### src/rtl/intpol2_iq_out_reader.sv
// Drain side of the interpolator's I/Q output FIFO pair.
// Reads both output FIFOs in lockstep, absorbs their 1-cycle read latency in a
// 2-entry skid buffer, and presents each pair as {Q,I} on a valid/ready stream.
// Transfers are counted against a programmed length; done/busy/aborted are
// reported in status_reg format.
//
// Handshake: a pair moves on every cycle where m_valid_o & m_ready_i are both 1.
// m_valid_o never depends on m_ready_i. Once m_valid_o is raised, it and m_data_o
// stay stable until the pair is accepted; the only exception is abort, which
// drops the stream immediately.
module intpol2_iq_out_reader #(
  parameter int DATA_WIDTH = 16,
  parameter int CNT_WIDTH  = 16
) (
  input  logic                    clk,
  input  logic                    rst,
  input  logic                    start,
  input  logic                    abort,
  input  logic [CNT_WIDTH-1:0]    len_i,
  input  logic                    Empty_I_i,
  input  logic                    Empty_Q_i,
  input  logic [DATA_WIDTH-1:0]   data_from_fifo_I,
  input  logic [DATA_WIDTH-1:0]   data_from_fifo_Q,
  output logic                    Read_Enable_fifo,
  output logic [2*DATA_WIDTH-1:0] m_data_o,
  output logic                    m_valid_o,
  input  logic                    m_ready_i,
  output logic [CNT_WIDTH-1:0]    count_o,
  output logic [7:0]              status_reg,
  output logic [1:0]              fsm_state
);

  typedef enum logic [1:0] {
    IDLE  = 2'd0,
    RUN   = 2'd1,
    DONE  = 2'd2,
    FLUSH = 2'd3
  } state_t;

  state_t state, state_nxt;

  logic [2*DATA_WIDTH-1:0] skid [2];
  logic                    head;
  logic                    tail;
  logic [1:0]              occ;
  logic                    inflight;
  logic [CNT_WIDTH-1:0]    issued;
  logic [CNT_WIDTH-1:0]    count;
  logic [CNT_WIDTH-1:0]    len;
  logic                    aborted;

  logic                    run;
  logic                    abort_run;
  logic                    pop;
  logic                    capture;
  logic [2:0]              fill_after;
  logic                    room;
  logic                    under_len;
  logic                    last_accept;

  assign run       = (state == RUN);
  assign abort_run = run & abort;

  // Stream side: head of the skid buffer, suppressed the moment abort arrives.
  assign m_valid_o = (occ != 2'd0) & ~abort_run;
  assign m_data_o  = skid[head];
  assign pop       = m_valid_o & m_ready_i;

  // A read issued last cycle lands now; during abort it is simply dropped.
  assign capture   = inflight & run & ~abort;
  assign tail      = head ^ occ[0];

  // Slots committed after this cycle (buffered + in flight - leaving now).
  // Counting this cycle's pop lets a new read overlap the pop, which is what
  // sustains one pair per cycle with the consumer always ready.
  assign fill_after = {1'b0, occ} + {2'b00, inflight} - {2'b00, pop};
  assign room       = (fill_after < 3'd2);
  assign under_len  = (len == '0) | (issued < len);

  assign Read_Enable_fifo = run & ~abort & ~Empty_I_i & ~Empty_Q_i & room & under_len;

  assign last_accept = pop & (len != '0) & ((count + CNT_WIDTH'(1)) == len);

  assign count_o    = count;
  assign status_reg = {5'b00000, aborted, (state != IDLE), (state == DONE)};
  assign fsm_state  = state;

  // State register.
  always_ff @(posedge clk or posedge rst) begin
    if (rst) state <= IDLE;
    else     state <= state_nxt;
  end

  // Next-state: start from IDLE, finish on the len-th accept, abort via FLUSH.
  always_comb begin
    state_nxt = state;
    case (state)
      IDLE:    if (start) state_nxt = RUN;
      RUN: begin
        if (abort)            state_nxt = FLUSH;
        else if (last_accept) state_nxt = DONE;
      end
      DONE:    state_nxt = IDLE;
      FLUSH:   if (!inflight) state_nxt = IDLE;
      default: state_nxt = IDLE;
    endcase
  end

  // Transfer bookkeeping: length latch, issue/accept counters, skid pointers.
  always_ff @(posedge clk or posedge rst) begin
    if (rst) begin
      inflight <= 1'b0;
      issued   <= '0;
      count    <= '0;
      len      <= '0;
      aborted  <= 1'b0;
      head     <= 1'b0;
      occ      <= 2'd0;
    end else begin
      inflight <= Read_Enable_fifo;
      if ((state == IDLE) && start) begin
        len     <= len_i;
        count   <= '0;
        issued  <= '0;
        aborted <= 1'b0;
      end else begin
        if (Read_Enable_fifo) issued <= issued + CNT_WIDTH'(1);
        if (pop)              count  <= count + CNT_WIDTH'(1);
      end
      if (abort_run) begin
        occ     <= 2'd0;
        head    <= 1'b0;
        aborted <= 1'b1;
      end else begin
        if (pop) head <= ~head;
        occ <= occ + {1'b0, capture} - {1'b0, pop};
      end
    end
  end

  // Skid storage: returning FIFO data is written at the tail as {Q,I}.
  always_ff @(posedge clk or posedge rst) begin
    if (rst) begin
      skid[0] <= '0;
      skid[1] <= '0;
    end else if (capture) begin
      skid[tail] <= {data_from_fifo_Q, data_from_fifo_I};
    end
  end

endmodule

### config.mk
export PLATFORM = sky130hd
export DESIGN_NAME = intpol2_iq_out_reader
export DESIGN_NICKNAME = d
export VERILOG_FILES = /design/src/rtl/intpol2_iq_out_reader.sv
export SDC_FILE = /design/constraint.sdc
export NUM_CORES = 1
export LEC_CHECK = 0
export BUFFER_PORTS_ARGS = -buffer_cell sky130_fd_sc_hd__buf_2
export CAP_MARGIN = 20
export CORE_MARGIN = 2
export CORE_UTILIZATION = 25
export DETAILED_ROUTE_END_ITERATION = 8
export PLACE_DENSITY = 0.53
export SETUP_SLACK_MARGIN = 0.02
export SLEW_MARGIN = 20
export SYNTH_ARGS = -nofsm -noshare
export SYNTH_HDL_FRONTEND = slang
export SYNTH_SLANG_ARGS = --single-unit
export TNS_END_PERCENT = 50
### constraint.sdc
create_clock -name clk -period 6.2 [get_ports clk]
set_input_delay 1.86 -clock clk [delete_from_list [all_inputs] [get_ports clk]]
set_output_delay 1.86 -clock clk [all_outputs]
set_load 0.01 [all_outputs]
==> flow_summary.ini <==
[synth]
synth-seq-cells = 119
async_flop_share_pct = 100
synth_top_family_by_area = multiplexers
synth-simple-area-share_pct = 14.0
synth_fa_ha_area_share_pct = 4.21
synth.area.mux_share_pct = 17.8
yosys_warnings = 0
synth_seq_area_share_pct = 46.4
syn_avg_cell_area_um2 = 10.8
yosysUniqueCellTypes = 61
synth_edf_count = 0
synth-compound-area-share_pct = 8.25
synthCells = 595
synth_area_um2 = 6420
synth-xor-area-share_pct = 5.05
synth-main-ff-cell = dfrtp_1

[worst_setup_path]
crit_chain = buf_2, and3b_1, nor2_2, ha_1, nand2b_1, fa_1, xnor2_1, nand4_1, a41o_1, nor2_1, buf_2
path_common_cell = buf_2
path_class = primary input to output port
crit_path_end_kind = output port
timing.rr.start = fsm_state[1]
rr_endpoint = issued[11]
cp.required_ps = 4340
rr_worst_depth = 11
cpPeakStageDelay_ps = 380
critPathLaunch = abort
cp_slowest_cell = fa_1
ff2ff_setup_slack_ps = 3070
crit_path_end = Read_Enable_fifo
critical_path_peak_fanout = 3
worstSetupStartpointType = primary input
worstPathArrival_ps = 3870

[drt]
ant_nets = 0
drc = 0
drt-wirelength-per-cell_um = 15.3
num_vias = 4758
first_pass_iters = 4
drt_iter0_drc = 178
viasPerCell = 4.58
routed_wirelength_um = 15900

[clock_network]
cts-root-buf = clkbuf_16
post_cts_buffers = 0
cts_tree = built
path_clk_slew_ps = 60
numCtsBuffers = 17
cts_max_level = 4
holdBufCountCts = 0
clock_sinks = 119
clk_latency_ps = 420
cts_resized = 0
cts_buffer_depth = 2

[timing]
min_period_ps = 5730
tightest_slew_ps = 967
fin_worst_skew_ps = 12.0
rsz0062_at_grt = no
relSlewSlack_pct = 35.5
setup_tns_ps = 0
fin_ws_ps = 465
hold_viol = 0
setup_viol = 0
slew_violations = 0
post-route-period-util_pct = 92.5
fmax_ghz = 0.174

[floorplanning]
core_um2 = 25200
die_x_um = 164
pin_count = 115
initial_core_util_pct = 25.5
die_h_um = 164
fp.dieArea_um2 = 27000
rows = 58

[global_route]
grt_max_degree = 57
antenna_found_initial = 0
track_usage_pct = 12.3
grt_pass1_vias = 4843
overflow = 0
grt_pass1_wl_um = 25900

[placed_design]
pre_cts_ws_ps = 460
port_buffers = 109
gp_congestion = 0.770
dpl_cell_area_um2 = 7270
hpwl_um = 11300

[power_and_ir_drop]
power.density_nw_per_um2 = 394
power_mw = 3.09
ir_worst_vdd_mv = 0.187
leakagePower_nw = 3.80

[finish]
final_common_cell = dfrtp_1
nets = 772
postLayoutCoreUtil_pct = 31.1
antennaDiodeCount = 0
fin_area_um2 = 7840
layout-area-overhead-vs-synth_pct = 22.1
drive_gt1_share_pct = 36.5
final_cell_mix = dfrtp_1 (119), buf_2 (109), mux2_2 (97)

[worst_hold_path]
worstHoldStart = aborted
hold_class = register to register

[status]
outcome = finished, final reports clean

[run]
max_cap_viol_count = 0
-- cell type report --
class	instances	area, um^2
clock buffers	18	439
multi-input cells	418	3190
flip-flops and latches	119	2980
inverters	24	92.6
fillers	2606	17300
clock inverters	14	126
well taps	330	413
repair buffers	116	598
-- where the power goes --
part,total [mW],internal (mW),leakage [nW],switching (mW)
Sequential,1.17,0.988,1.61,0.184
Combinational,0.965,0.477,1.91,0.488
Clock,0.952,0.564,0.277,0.388
Total,3.09,2.03,3.80,1.06
-- layer usage --
metal	vias to the layer above	routed length, um	part of all wire [%]	track usage (%)
li1	2320	-	-	-
met1	2334	7410	47	16.1
met2	81	7440	47	19.4
met3	23	728	4.6	3.36
met4	0	335	2.1	4.63
met5	-	0	0	0
-- worst min path at each step --
stage,end,slack [ps],cells after the start
floorplan,aborted,450,1
global placement,aborted,470,1
detailed placement,aborted,470,1
CTS,aborted,490,1
global route,aborted,500,1
finish,aborted,480,1
-- state kept, by name, summed over array words and instances (netlist names), 2 cells and up --
| signal | cells |
|---|---|
| issued | 16 |
| count_o | 16 |
| fsm_state | 2 |
| skid | 64 |
| occ | 2 |
| len | 16 |
-- logic make-up after synthesis --
family,after synthesis
other,1
AOI/OAI and AO/OA,80
DFF,119
buffers and inverters,62
muxes,102
and+or+nand+nor,173
xor gates and xnor gates,37
adders and majority gates,21
-- cell usage after synthesis (all sizes together), types with 15 or more instances --
cell    count  area, um^2
ha         20         250
a21oi      18        90.1
o21ai      25         125
inv        24        90.1
nand3      16        85.1
dfrtp     119        2980
buf        22         124
nand2      49         184
nor2       34         128
mux2       97        1090
xnor2      25         219
nor3       15        75.1
clkbuf     16        60.1
-- metrics by stage --
step	hold slack, ps	instances
2_1_floorplan	451	599
3_3_place_gp	470	1007
5_1_grt	497	1039
6_report	483	1039
3_5_place_dp	470	1007
4_1_cts	485	1039
-- critical path, delay by kind of cell --
| family | cells | cell delay [ps] |
|---|---|---|
| AND/OR/NAND/NOR | 5 | 720 |
| adder cells (fa/ha/maj) | 2 | 610 |
| buffers and inverters | 2 | 290 |
| AO/OA/AOI/OAI | 1 | 240 |
| XOR/XNOR | 1 | 150 |
(Power assumes the default switching activity.)
